==> src/rtl/pep_ks_mult_ctrl_pkg.sv <==
// Shared sizing and types for the key-switch multiplier sequencer.
package pep_ks_mult_ctrl_pkg;
    localparam int KS_B_W           = 4;
    localparam int LBY              = 3;
    localparam int LBZ              = 2;
    localparam int KS_LG_NB         = 4;
    localparam int TOTAL_BATCH_NB_W = 2;
    localparam int PID_W            = 4;

    localparam int LVL_CYC     = (KS_LG_NB + LBZ - 1) / LBZ;
    localparam int ROW_DATA_W  = LBZ * KS_B_W;
    localparam int LINE_DATA_W = LBY * ROW_DATA_W;
    localparam int LINE_SIGN_W = LBY * LBZ;

    typedef struct packed {
        logic                        eol;
        logic                        eoy;
        logic                        last_iter;
        logic [TOTAL_BATCH_NB_W-1:0] batch_id;
        logic [PID_W-1:0]            pid;
    } ks_ctrl_info_t;

    typedef struct packed {
        logic [LINE_DATA_W-1:0] data;
        logic [LINE_SIGN_W-1:0] sign;
        ks_ctrl_info_t          info;
    } ks_line_t;

    typedef enum logic {
        ST_IDLE  = 1'b0,
        ST_BURST = 1'b1
    } ks_state_e;
endpackage

==> src/rtl/pep_ks_mult_ctrl_if.sv <==
// Decomposed BLWE coefficient line stream into the multiplier sequencer.
interface pep_ks_mult_ctrl_if;
    import pep_ks_mult_ctrl_pkg::*;

    logic [LINE_DATA_W-1:0]      in_data;
    logic [LINE_SIGN_W-1:0]      in_sign;
    logic                        in_eol;
    logic                        in_eoy;
    logic                        in_last_iter;
    logic [TOTAL_BATCH_NB_W-1:0] in_batch_id;
    logic [PID_W-1:0]            in_pid;
    logic                        in_vld;
    logic                        in_rdy;

    modport master (
        output in_data, in_sign, in_eol, in_eoy, in_last_iter, in_batch_id, in_pid, in_vld,
        input  in_rdy
    );

    modport slave (
        input  in_data, in_sign, in_eol, in_eoy, in_last_iter, in_batch_id, in_pid, in_vld,
        output in_rdy
    );
endinterface

==> src/rtl/pep_ks_mult_ctrl_skew.sv <==
// ROW-stage delay line; only the valid flag is reset so data can map to plain flops.
module pep_ks_mult_ctrl_skew #(
    parameter int ROW    = 1,
    parameter int DATA_W = 8
) (
    input  logic              clk,
    input  logic              s_rst_n,
    input  logic              avail_i,
    input  logic [DATA_W-1:0] data_i,
    output logic              avail_o,
    output logic [DATA_W-1:0] data_o
);
    logic [ROW-1:0]    avail_q;
    logic [DATA_W-1:0] data_q [ROW];

    for (genvar gi = 0; gi < ROW; gi++) begin : g_stage
        logic              avail_in;
        logic [DATA_W-1:0] data_in;

        if (gi == 0) begin : g_head
            assign avail_in = avail_i;
            assign data_in  = data_i;
        end else begin : g_body
            assign avail_in = avail_q[gi-1];
            assign data_in  = data_q[gi-1];
        end

        always_ff @(posedge clk) begin
            if (!s_rst_n) avail_q[gi] <= 1'b0;
            else          avail_q[gi] <= avail_in;
        end

        always_ff @(posedge clk) begin
            data_q[gi] <= data_in;
        end
    end

    assign avail_o = avail_q[ROW-1];
    assign data_o  = data_q[ROW-1];
endmodule

==> src/rtl/pep_ks_mult_ctrl.sv <==
// Buffers coefficient lines, releases credit-gated gap-free level bursts and skews
// them row by row into the key-switch multiplier array.
module pep_ks_mult_ctrl
    import pep_ks_mult_ctrl_pkg::*;
#(
    parameter int FIFO_DEPTH = 8,
    parameter int CREDIT_W   = 4
) (
    input  logic                        clk,
    input  logic                        s_rst_n,
    pep_ks_mult_ctrl_if.slave           in_if,
    input  logic                        ksk_credit_inc,
    output logic [LINE_DATA_W-1:0]      ctrl_mult_data,
    output logic [LINE_SIGN_W-1:0]      ctrl_mult_sign,
    output logic [LBY-1:0]              ctrl_mult_avail,
    output logic                        ctrl_mult_last_eol,
    output logic                        ctrl_mult_last_eoy,
    output logic                        ctrl_mult_last_last_iter,
    output logic [TOTAL_BATCH_NB_W-1:0] ctrl_mult_last_batch_id,
    output logic [PID_W-1:0]            ctrl_mult_last_pid,
    output logic                        error
);
    localparam int PTR_W = (FIFO_DEPTH > 1) ? $clog2(FIFO_DEPTH) : 1;
    localparam int CNT_W = $clog2(FIFO_DEPTH + 1);
    localparam int LVL_W = (LVL_CYC > 1) ? $clog2(LVL_CYC) : 1;
    localparam logic [PTR_W-1:0]    PTR_LAST   = PTR_W'(FIFO_DEPTH - 1);
    localparam logic [CNT_W-1:0]    CNT_FULL   = CNT_W'(FIFO_DEPTH);
    localparam logic [CNT_W-1:0]    CNT_LVL    = CNT_W'(LVL_CYC);
    localparam logic [LVL_W-1:0]    LVL_LAST   = LVL_W'(LVL_CYC - 1);
    localparam logic [CREDIT_W-1:0] CREDIT_MAX = '1;

    ks_line_t            fifo_mem_q [FIFO_DEPTH];
    logic [PTR_W-1:0]    wr_ptr_q, wr_ptr_d, rd_ptr_q, rd_ptr_d;
    logic [CNT_W-1:0]    count_q, count_d;
    ks_state_e           state_q, state_d;
    logic [LVL_W-1:0]    lvl_cnt_q, lvl_cnt_d;
    logic [CREDIT_W-1:0] credit_q, credit_d;
    logic                error_q, error_d;
    logic                issue_avail_q;
    ks_line_t            issue_line_q;

    ks_line_t push_line, pop_line;
    logic     push, pop, start, burst_end, lvl_err, credit_err;
    logic     start_idle, start_next, rdy;

    always_comb begin
        push_line.data           = in_if.in_data;
        push_line.sign           = in_if.in_sign;
        push_line.info.eol       = in_if.in_eol;
        push_line.info.eoy       = in_if.in_eoy;
        push_line.info.last_iter = in_if.in_last_iter;
        push_line.info.batch_id  = in_if.in_batch_id;
        push_line.info.pid       = in_if.in_pid;
    end

    assign rdy          = (count_q != CNT_FULL);
    assign in_if.in_rdy = rdy;
    assign push         = in_if.in_vld & rdy;
    assign pop_line     = fifo_mem_q[rd_ptr_q];

    // Chaining straight from a finishing burst must leave a full group behind the line being popped.
    assign start_idle = (count_q >= CNT_LVL) && (credit_q != '0);
    assign start_next = (count_q > CNT_LVL) && (credit_q != '0);

    always_comb begin
        state_d   = state_q;
        lvl_cnt_d = lvl_cnt_q;
        pop       = 1'b0;
        start     = 1'b0;
        burst_end = 1'b0;
        lvl_err   = 1'b0;
        case (state_q)
            ST_IDLE: begin
                if (start_idle) begin
                    pop     = 1'b1;
                    start   = 1'b1;
                    state_d = ST_BURST;
                end
            end
            ST_BURST: pop = 1'b1;
            default:  state_d = ST_IDLE;
        endcase
        if (pop) begin
            burst_end = pop_line.info.eol | (lvl_cnt_q == LVL_LAST);
            lvl_err   = pop_line.info.eol ^ (lvl_cnt_q == LVL_LAST);
            if (burst_end) begin
                lvl_cnt_d = '0;
                if (state_q == ST_BURST && start_next) begin
                    start   = 1'b1;
                    state_d = ST_BURST;
                end else begin
                    state_d = ST_IDLE;
                end
            end else begin
                lvl_cnt_d = lvl_cnt_q + LVL_W'(1);
            end
        end
    end

    always_comb begin
        credit_d   = credit_q;
        credit_err = 1'b0;
        if (ksk_credit_inc && !start) begin
            if (credit_q == CREDIT_MAX) credit_err = 1'b1;
            else                        credit_d   = credit_q + CREDIT_W'(1);
        end else if (!ksk_credit_inc && start) begin
            credit_d = credit_q - CREDIT_W'(1);
        end
    end

    assign wr_ptr_d = !push ? wr_ptr_q : (wr_ptr_q == PTR_LAST) ? '0 : wr_ptr_q + PTR_W'(1);
    assign rd_ptr_d = !pop  ? rd_ptr_q : (rd_ptr_q == PTR_LAST) ? '0 : rd_ptr_q + PTR_W'(1);
    assign count_d  = count_q + CNT_W'(push) - CNT_W'(pop);
    assign error_d  = lvl_err | credit_err;

    always_ff @(posedge clk) begin
        if (!s_rst_n) begin
            wr_ptr_q      <= '0;
            rd_ptr_q      <= '0;
            count_q       <= '0;
            state_q       <= ST_IDLE;
            lvl_cnt_q     <= '0;
            credit_q      <= '0;
            error_q       <= 1'b0;
            issue_avail_q <= 1'b0;
        end else begin
            wr_ptr_q      <= wr_ptr_d;
            rd_ptr_q      <= rd_ptr_d;
            count_q       <= count_d;
            state_q       <= state_d;
            lvl_cnt_q     <= lvl_cnt_d;
            credit_q      <= credit_d;
            error_q       <= error_d;
            issue_avail_q <= pop;
        end
    end

    always_ff @(posedge clk) begin
        if (push) fifo_mem_q[wr_ptr_q] <= push_line;
        if (pop)  issue_line_q         <= pop_line;
    end

    assign error = error_q;

    // Row y sees the issue register y cycles late, so each row stays contiguous per coefficient.
    for (genvar gi = 0; gi < LBY; gi++) begin : g_row
        if (gi == 0) begin : g_direct
            assign ctrl_mult_avail[0]              = issue_avail_q;
            assign ctrl_mult_data[0 +: ROW_DATA_W] = issue_line_q.data[0 +: ROW_DATA_W];
            assign ctrl_mult_sign[0 +: LBZ]        = issue_line_q.sign[0 +: LBZ];
        end else begin : g_skew
            logic [ROW_DATA_W+LBZ-1:0] row_out;
            pep_ks_mult_ctrl_skew #(.ROW(gi), .DATA_W(ROW_DATA_W + LBZ)) u_skew (
                .clk     (clk),
                .s_rst_n (s_rst_n),
                .avail_i (issue_avail_q),
                .data_i  ({issue_line_q.data[gi*ROW_DATA_W +: ROW_DATA_W],
                           issue_line_q.sign[gi*LBZ +: LBZ]}),
                .avail_o (ctrl_mult_avail[gi]),
                .data_o  (row_out)
            );
            assign ctrl_mult_data[gi*ROW_DATA_W +: ROW_DATA_W] = row_out[LBZ +: ROW_DATA_W];
            assign ctrl_mult_sign[gi*LBZ +: LBZ]               = row_out[0 +: LBZ];
        end
    end

    logic          info_avail;
    ks_ctrl_info_t info_dly;

    if (LBY > 1) begin : g_info_skew
        pep_ks_mult_ctrl_skew #(.ROW(LBY - 1), .DATA_W($bits(ks_ctrl_info_t))) u_info (
            .clk     (clk),
            .s_rst_n (s_rst_n),
            .avail_i (issue_avail_q),
            .data_i  (issue_line_q.info),
            .avail_o (info_avail),
            .data_o  (info_dly)
        );
    end else begin : g_info_direct
        assign info_avail = issue_avail_q;
        assign info_dly   = issue_line_q.info;
    end

    assign ctrl_mult_last_eol       = info_avail & info_dly.eol;
    assign ctrl_mult_last_eoy       = info_avail & info_dly.eoy;
    assign ctrl_mult_last_last_iter = info_avail & info_dly.last_iter;
    assign ctrl_mult_last_batch_id  = info_avail ? info_dly.batch_id : '0;
    assign ctrl_mult_last_pid       = info_avail ? info_dly.pid : '0;
endmodule
==> src/flat_wrapper.sv <==
// flat-port wrapper written by rule: the top's interface ports become plain ports
module pep_ks_mult_ctrl_flat import pep_ks_mult_ctrl_pkg::*;
#(
    parameter int FIFO_DEPTH = 8,
    parameter int CREDIT_W   = 4
)
  (clk, s_rst_n, ksk_credit_inc, ctrl_mult_data, ctrl_mult_sign, ctrl_mult_avail, ctrl_mult_last_eol, ctrl_mult_last_eoy, ctrl_mult_last_last_iter, ctrl_mult_last_batch_id, ctrl_mult_last_pid, error, in_if_in_data, in_if_in_sign, in_if_in_eol, in_if_in_eoy, in_if_in_last_iter, in_if_in_batch_id, in_if_in_pid, in_if_in_vld, in_if_in_rdy);
  pep_ks_mult_ctrl_if in_if_i ();
  input  logic clk;
  input  logic s_rst_n;
  input  logic ksk_credit_inc;
  output logic [LINE_DATA_W-1:0] ctrl_mult_data;
  output logic [LINE_SIGN_W-1:0] ctrl_mult_sign;
  output logic [LBY-1:0] ctrl_mult_avail;
  output logic ctrl_mult_last_eol;
  output logic ctrl_mult_last_eoy;
  output logic ctrl_mult_last_last_iter;
  output logic [TOTAL_BATCH_NB_W-1:0] ctrl_mult_last_batch_id;
  output logic [PID_W-1:0] ctrl_mult_last_pid;
  output logic error;
  input wire logic [$bits(in_if_i.in_data)-1:0] in_if_in_data;
  input wire logic [$bits(in_if_i.in_sign)-1:0] in_if_in_sign;
  input wire logic [$bits(in_if_i.in_eol)-1:0] in_if_in_eol;
  input wire logic [$bits(in_if_i.in_eoy)-1:0] in_if_in_eoy;
  input wire logic [$bits(in_if_i.in_last_iter)-1:0] in_if_in_last_iter;
  input wire logic [$bits(in_if_i.in_batch_id)-1:0] in_if_in_batch_id;
  input wire logic [$bits(in_if_i.in_pid)-1:0] in_if_in_pid;
  input wire logic [$bits(in_if_i.in_vld)-1:0] in_if_in_vld;
  output wire logic [$bits(in_if_i.in_rdy)-1:0] in_if_in_rdy;
  assign in_if_i.in_data = in_if_in_data;
  assign in_if_i.in_sign = in_if_in_sign;
  assign in_if_i.in_eol = in_if_in_eol;
  assign in_if_i.in_eoy = in_if_in_eoy;
  assign in_if_i.in_last_iter = in_if_in_last_iter;
  assign in_if_i.in_batch_id = in_if_in_batch_id;
  assign in_if_i.in_pid = in_if_in_pid;
  assign in_if_i.in_vld = in_if_in_vld;
  assign in_if_in_rdy = in_if_i.in_rdy;
  pep_ks_mult_ctrl #(.FIFO_DEPTH(FIFO_DEPTH), .CREDIT_W(CREDIT_W)) u_core (.clk(clk), .s_rst_n(s_rst_n), .in_if(in_if_i), .ksk_credit_inc(ksk_credit_inc), .ctrl_mult_data(ctrl_mult_data), .ctrl_mult_sign(ctrl_mult_sign), .ctrl_mult_avail(ctrl_mult_avail), .ctrl_mult_last_eol(ctrl_mult_last_eol), .ctrl_mult_last_eoy(ctrl_mult_last_eoy), .ctrl_mult_last_last_iter(ctrl_mult_last_last_iter), .ctrl_mult_last_batch_id(ctrl_mult_last_batch_id), .ctrl_mult_last_pid(ctrl_mult_last_pid), .error(error));
endmodule
==> config.mk <==
export PLATFORM = sky130hd
export DESIGN_NAME = pep_ks_mult_ctrl_flat
export DESIGN_NICKNAME = d
export VERILOG_FILES = /design/src/rtl/pep_ks_mult_ctrl_pkg.sv /design/src/rtl/pep_ks_mult_ctrl_if.sv /design/src/rtl/pep_ks_mult_ctrl_skew.sv /design/src/rtl/pep_ks_mult_ctrl.sv /design/src/flat_wrapper.sv
export SDC_FILE = /design/constraint.sdc
export NUM_CORES = 1
export LEC_CHECK = 0
export ABC_AREA = 1
export CAP_MARGIN = 20
export CORE_MARGIN = 1
export CORE_UTILIZATION = 30
export CTS_BUF_LIST = sky130_fd_sc_hd__clkbuf_4 sky130_fd_sc_hd__clkbuf_8
export DETAILED_ROUTE_END_ITERATION = 10
export SETUP_SLACK_MARGIN = 0.3
export SYNTH_ARGS = -nofsm -noshare
export SYNTH_HDL_FRONTEND = slang
export SYNTH_SLANG_ARGS = --single-unit
==> constraint.sdc <==
create_clock -name clk -period 3.2 [get_ports clk]
set_clock_uncertainty 0.15 [all_clocks]
set_input_delay 0.32 -clock clk [delete_from_list [all_inputs] [get_ports clk]]
set_output_delay 0.32 -clock clk [all_outputs]
set_load 0.1 [all_outputs]
---- After elaboration in Yosys (flattened, before gate mapping) ----
Memories as Yosys holds them, arrays and structs flattened. A register that Yosys moved wholly into a read port is not among the register bits.
Cells that the tools add are included.
operators by class
  add/subtract/negate cells ............... 7
  multipliers ............................. 0
  shift operators ......................... 0
  equal/unequal tests ..................... 5
  muxes and demuxes ....................... 25
  order comparisons ....................... 2
  bitwise logic cells ..................... 8
  divide/modulo/power cells ............... 0
  reduce and logical (&&, ||, !) cells .... 10
operators by type and width
  cell                 number
  $mux 4               4
  $mux 1               15
  $mux 3               4
  $add 3x1->3 const B  2
  $eq 3x3->1 const B   2
  $logic_and 1x1->1    5
  $add 4x1->4          1
  $add 4x1->4 const B  1
  $and 1x1->1          4
  $eq 4x4->1 const B   1
  $ge 4x2->1 const B   1
  $gt 4x2->1 const B   1
  $ne 4x4->1 const B   1
  $reduce_bool 4->1    1
  $sub 4x1->4          1
  $sub 4x1->4 const B  1
  $logic_not 1->1      2
  $mux 2               1
  $ne 2x2->1 const B   1
  $or 1x1->1           2
  $pmux 1 s2           1
  $reduce_and 2->1     1
  $reduce_bool 2->1    1
  $add 1x1->1 const B  1
  2 further kinds      2
word-level totals
  register bits after elaboration ......... 59
  bits in latches ......................... 0
  bits in read-only memories .............. 0
  output and inout port bits .............. 44
  input bits .............................. 43
  memories ................................ 4
  bits in writable memories ............... 360
memory list
  memory                                depth  width  read ports  clocked after memory_dff  wr ports  RTL line                     text
  u_core.fifo_mem_q                     8      39     1           1                         1         pep_ks_mult_ctrl.sv:32       ks_line_t fifo_mem_q [FIFO_DEPTH];
  u_core.g_row[2].g_skew.u_skew.data_q  2      10     2           0                         2         pep_ks_mult_ctrl_skew.sv:14  logic [DATA_W-1:0] data_q [ROW];
  u_core.g_info_skew.u_info.data_q      2      9      2           0                         2         pep_ks_mult_ctrl_skew.sv:14
  u_core.g_row[1].g_skew.u_skew.data_q  1      10     1           0                         1         pep_ks_mult_ctrl_skew.sv:14

---- Logic depth before layout (Yosys ltp) ----
  depth after elaboration ................. 11
  depth in mapped cells ................... 24
  mapped depth without buffers ............ 22

---- Modules after synthesis ----
Synthesis repeated with hierarchy kept, for this count alone.
unflattened totals
  cells, all modules ...................... 1175
  area, all modules ....................... 15813.9 um^2
by module, submodules not included
  module                                                  cells each  seq. area each (um^2)  area each (um^2)  times used
  pep_ks_mult_ctrl                                        1093        10960.5                14572.7           1
  pep_ks_mult_ctrl_skew at u_core.g_row[2].g_skew.u_skew  36          440.4                  530.5             1
  pep_ks_mult_ctrl_skew at u_core.g_info_skew.u_info      33          400.4                  483.0             1
  pep_ks_mult_ctrl_skew at u_core.g_row[1].g_skew.u_skew  13          220.2                  227.7             1

---- Worst setup path after synthesis ----
OpenSTA, ideal clock, no wires.
  path type ............................... reg2reg
  from .................................... register u_core.count_q[2]
  to ...................................... memory u_core.fifo_mem_q[0][0] in the netlist's numbering, enable pin
  data arrival time ....................... 3417 ps
  path buffers ............................ 0
  stages on the path, launching flop included .. 8
  setup time .............................. 435 ps
  setup slack ............................. -802 ps
  path through ............................ dfxtp_1 > inv_1 > ha_1 > nand3_1 > nand2_1 > inv_1 > nand2_1 > nor2_1
on the way
  cells in the longest elaborated chain, start to end .. 4
ends and longest elaborated chain
  item                          RTL line                 text
  start, declared               pep_ks_mult_ctrl.sv:34   logic [CNT_W-1:0] count_q, count_d;
  start signal, assigned        pep_ks_mult_ctrl.sv:129  count_q <= count_d;
  $ne 4x4->1                    pep_ks_mult_ctrl.sv:56   assign rdy = (count_q != CNT_FULL);
  named net in_if_in_rdy        flat_wrapper.sv:29       output wire logic [$bits(in_if_i.in_rdy)-1:0] in_if_in_rdy;
  $and 1x1->1                   pep_ks_mult_ctrl.sv:58   assign push = in_if.in_vld & rdy;
  named net u_core.push         pep_ks_mult_ctrl.sv:43   logic push, pop, start, burst_end, lvl_err, credit_err;
  $mux 1                        pep_ks_mult_ctrl.sv:139  if (push) fifo_mem_q[wr_ptr_q] <= push_line;
  $mux 1 (not written as such)  pep_ks_mult_ctrl.sv:139
  end, declared                 pep_ks_mult_ctrl.sv:32
The timed path passes the listed nets, and every way through them passes these cells.

==> summary.md <==
Critical path arrival: 3.15 ns. The number of antenna violations at the first check in global routing is 3. The final-report hold violation count is 0.

The number of nets handed over by synthesis was 1208. The final routed wirelength across all metal layers was 33400 um; the number of maximum-capacitance violations was 0. Traced cell by cell, the critical path runs through o21ai_1 > o22ai_1 > inv_1 > o21ai_2 > inv_1 > ha_1 > inv_2 > nand2_1 > nand2_1 > nand2_2 > nand2_4 > ha_1 > and3_1 > nor2_2 > inv_1 > nand2_2 > nand2_1 > nor2_1 > nor2_1 > nor2_1. The cell count after synthesis came out at 1149. The commonest cells after synthesis are 351 x sky130_fd_sc_hd__edfxtp_1, 278 x sky130_fd_sc_hd__nor2_1, 150 x sky130_fd_sc_hd__o21ai_0. The number of synthesized register bits was 422; the peak supply drop was 704 uV.

The logs give 3 for the maximum buffer depth of the clock tree and 0.327 for the tightest slew margin relative to the limit. For this design the ratio of total power to cell area is 954 nW/um^2. TritonCTS built the clock tree.

The final route contains 8958 vias. The first TritonRoute pass finished after 5 iterations. Area inside the core boundary: 51300 um^2.

The first global-routing pass estimated 51600 um of wire. Broken down by cell family, the worst path's largest delay share belongs to simple AND/OR/NAND/NOR gates. The analysis attributes to cell leakage a power of 6.42 nW. The floorplan step set the die width to 230 um. The run gives 3.58 ns as the data required time of the critical path.

The total count of max-transition violations in the final report is 0, and the post-detailed-route via-to-cell ratio is 4.49. The final RePlAce weighted congestion is 0.740, and the combined buffer and inverter count along the critical path is 4. The number of flops mapped to enable cells by yosys is 351, and the remaining global-route overflow is 0. Counting the fill cells in the layout gives 4919.

The number of nets in the layout came out at 1316. For this design, the sink count on the clock tree is 422. The clock transition time at the flip-flop clock pins of the worst setup and hold paths was 0.06 ns. The class of the most critical setup path is register to register.

The part of the cycle the worst path needs works out to 0.865. The number of port buffers was 86; the half-perimeter wire length after detailed placement was 17800 um. The sequential cell area fraction in the yosys report is 0.769, and the share of final-layout standard cells stronger than drive strength 1 is 0.154. The overall fraction of global-route tracks in use was 0.126.

STA classifies the critical path endpoint as a register. Yosys printed 0 warnings. The transition time of the tightest slew-check pin came out at 1.01 ns. The master of the slowest instance on the critical path was sky130_fd_sc_hd__dfxtp_4.

Subtracting the final worst setup slack from the clock period gives 2.77 ns. After synthesis, the cell types taking the most area are sky130_fd_sc_hd__edfxtp_1 68%, sky130_fd_sc_hd__dfxtp_1 9.1%, sky130_fd_sc_hd__nor2_1 6.7%. In this run, distinct cell masters in the synthesized netlist total 31. The run gives 0.363 as the core utilization of the finished layout. The summed negative setup slack over all endpoints is 0 ns. The layout overhead on the synthesized area was 19.7%.

The maximum net fanout on the critical path is 7, and the per-cell routed wire length is 16.8 um. The detailed-route DRC error count was 0. At the later pin of the worst-skew pair, clock insertion delay measures 0.61 ns. STA classifies the critical path startpoint as a register. Of all cell types, the one taking the most synthesized area is sky130_fd_sc_hd__edfxtp_1. After clock tree synthesis, the flow added hold-fix buffers numbering 0.

The die is 230 um tall. The worst stage delay on the critical path came out at 0.39 ns. The number of global-route vias before repair came out at 9023. The layer flagged by global routing as most heavily used is met2. The starting density of the core came out at 0.303.

The flow ran to the end, and the final reports show no timing, DRC or antenna violations. The area of the mapped netlist is 15600 um^2. The die covers 52800 um^2. For the maximum operating frequency, the log shows 0.361 GHz. The area share of the largest cell type after synthesis was 0.677. The initialized floorplan defines 83 standard-cell rows.

The fraction of registers with async set or reset after synthesis is 0, and the final number of setup-violating endpoints is 0. For the met3 layer usage reported by global route, the log shows 0.0301. Number of primary I/O pins: 87. Setup repair after global routing left no endpoint under its margin. For the H-tree depth, the log shows 3. The cell sitting at the root of the clock tree is a sky130_fd_sc_hd__clkbuf_8. Remaining antenna violation count: 0. The most common cell in the netlist is sky130_fd_sc_hd__edfxtp_1. A synthesized cell averages 13.5 um^2. The met2 routing resource usage after global routing is 0.204. The run gives 0.163 as the met1 track utilization from global routing. The commonest register cell after synthesis is sky130_fd_sc_hd__edfxtp_1.

For the initial DRC count, the log shows 699. The number of clock buffers added by TritonCTS is 70. Entering global routing, the biggest net connects 91 pins.

Worst min-delay path category: register to register.
[sequential cells by signal, indices dropped and copies added, names as in the netlist, named ones only]
register	cells
u_core.lvl_cnt_q	1
u_core.ctrl_mult_data	8
u_core.g_row.g_skew.u_skew.data_q	30
u_core.count_q	4
u_core.issue_avail_q	1
u_core.g_info_skew.u_info.data_q	18
u_core.wr_ptr_q	3
u_core.rd_ptr_q	3
u_core.ctrl_mult_sign	2
u_core.error	1
u_core.state_q	1
u_core.g_row.g_skew.u_skew.avail_o	2
u_core.issue_line_q	29
u_core.fifo_mem_q	312
u_core.credit_q	4
[layer usage]
layer  up-vias  share of wire
li1       4342              -
met1      4372           0.45
met2       189           0.48
met3        51          0.051
met4         4          0.018
met5         -        0.00090
[power by group]
part	internal (mW)	leakage (nW)	switching (mW)
registers	7.17	3.80	0.289
logic	1.43	1.84	4.10
clock network	2.73	0.773	2.06
total	11.3	6.42	6.44
[through the flow]
step | power, mW | hold WS (ns) | area, um^2 | worst slack (ns) | std cells
after floorplan | 11.7 | 0.160 | 15700 | 0.273 | 1149
after global placement | 13.0 | 0.162 | 17100 | 0.393 | 1860
after detailed placement | 13.1 | 0.164 | 17100 | 0.367 | 1860
after CTS | 17.9 | 0.177 | 18600 | 0.326 | 1988
after global routing | 18.7 | 0.186 | 18600 | 0.258 | 1994
final | 17.8 | 0.175 | 18600 | 0.434 | 1994
[layout by cell type, fill, tap and decap left out, types with 14 or more instances in the layout]
master                            Yosys  final
sky130_fd_sc_hd__edfxtp_1           351    351
sky130_fd_sc_hd__nor2_1             278    269
sky130_fd_sc_hd__o21ai_0            150    149
sky130_fd_sc_hd__clkbuf_8             0     82
sky130_fd_sc_hd__clkdlybuf4s50_1      0     70
sky130_fd_sc_hd__dfxtp_1             71     67
sky130_fd_sc_hd__o22ai_1             40     40
sky130_fd_sc_hd__a31oi_1             38     38
sky130_fd_sc_hd__nand2_1             38     35
sky130_fd_sc_hd__buf_4               15     32
sky130_fd_sc_hd__inv_1               35     29
sky130_fd_sc_hd__clkbuf_4             0     27
sky130_fd_sc_hd__o21ai_1             13     14
[path summary, 6_finish.rpt]
check	from	to	slack, ns	cells past startpoint
max reg2reg	register	u_core.credit_q[3]$_SDFFE_PN0P_	0.43	20
min reg2reg	u_core.g_row[2].g_skew.u_skew.data_q[0][2]$_DFF_P_	u_core.g_row[2].g_skew.u_skew.data_q[0][12]$_DFF_P_	0.17	0
max	register	u_core.credit_q[3]$_SDFFE_PN0P_	0.43	20
min	u_core.g_row[2].g_skew.u_skew.data_q[0][2]$_DFF_P_	u_core.g_row[2].g_skew.u_skew.data_q[0][12]$_DFF_P_	0.17	0
[what timing repair did]
item                                    CTS  global route
gates resized for setup                   0             8
buffers inserted                          0             5
endpoints found under the setup margin    0             1
[layout make-up]
type,count,area (um^2),area share
well taps,680,851,0.0457
repair buffers,110,1100,0.0591
inverters,39,154,0.00826
clock inverters,19,119,0.00638
diodes,1,2.50,0.000134
multi-input cells,614,3090,0.166
clock buffers,109,1330,0.0715
flip-flops and latches,422,12000,0.643
[cell families (layout without fill, tap and decap cells)]
group | after synthesis | count (layout) | synth area share
DFF | 422 | 422 | 0.769
and+or+nand+nor | 343 | 343 | 0.0864
AOI/OAI and AO/OA | 253 | 253 | 0.0885
buffers and inverters | 113 | 277 | 0.0415
adders and majority gates | 16 | 16 | 0.0138
xor gates and xnor gates | 2 | 2 | 0.00113
other | 0 | 1 | 0
Power figures use the tool's default switching activity.
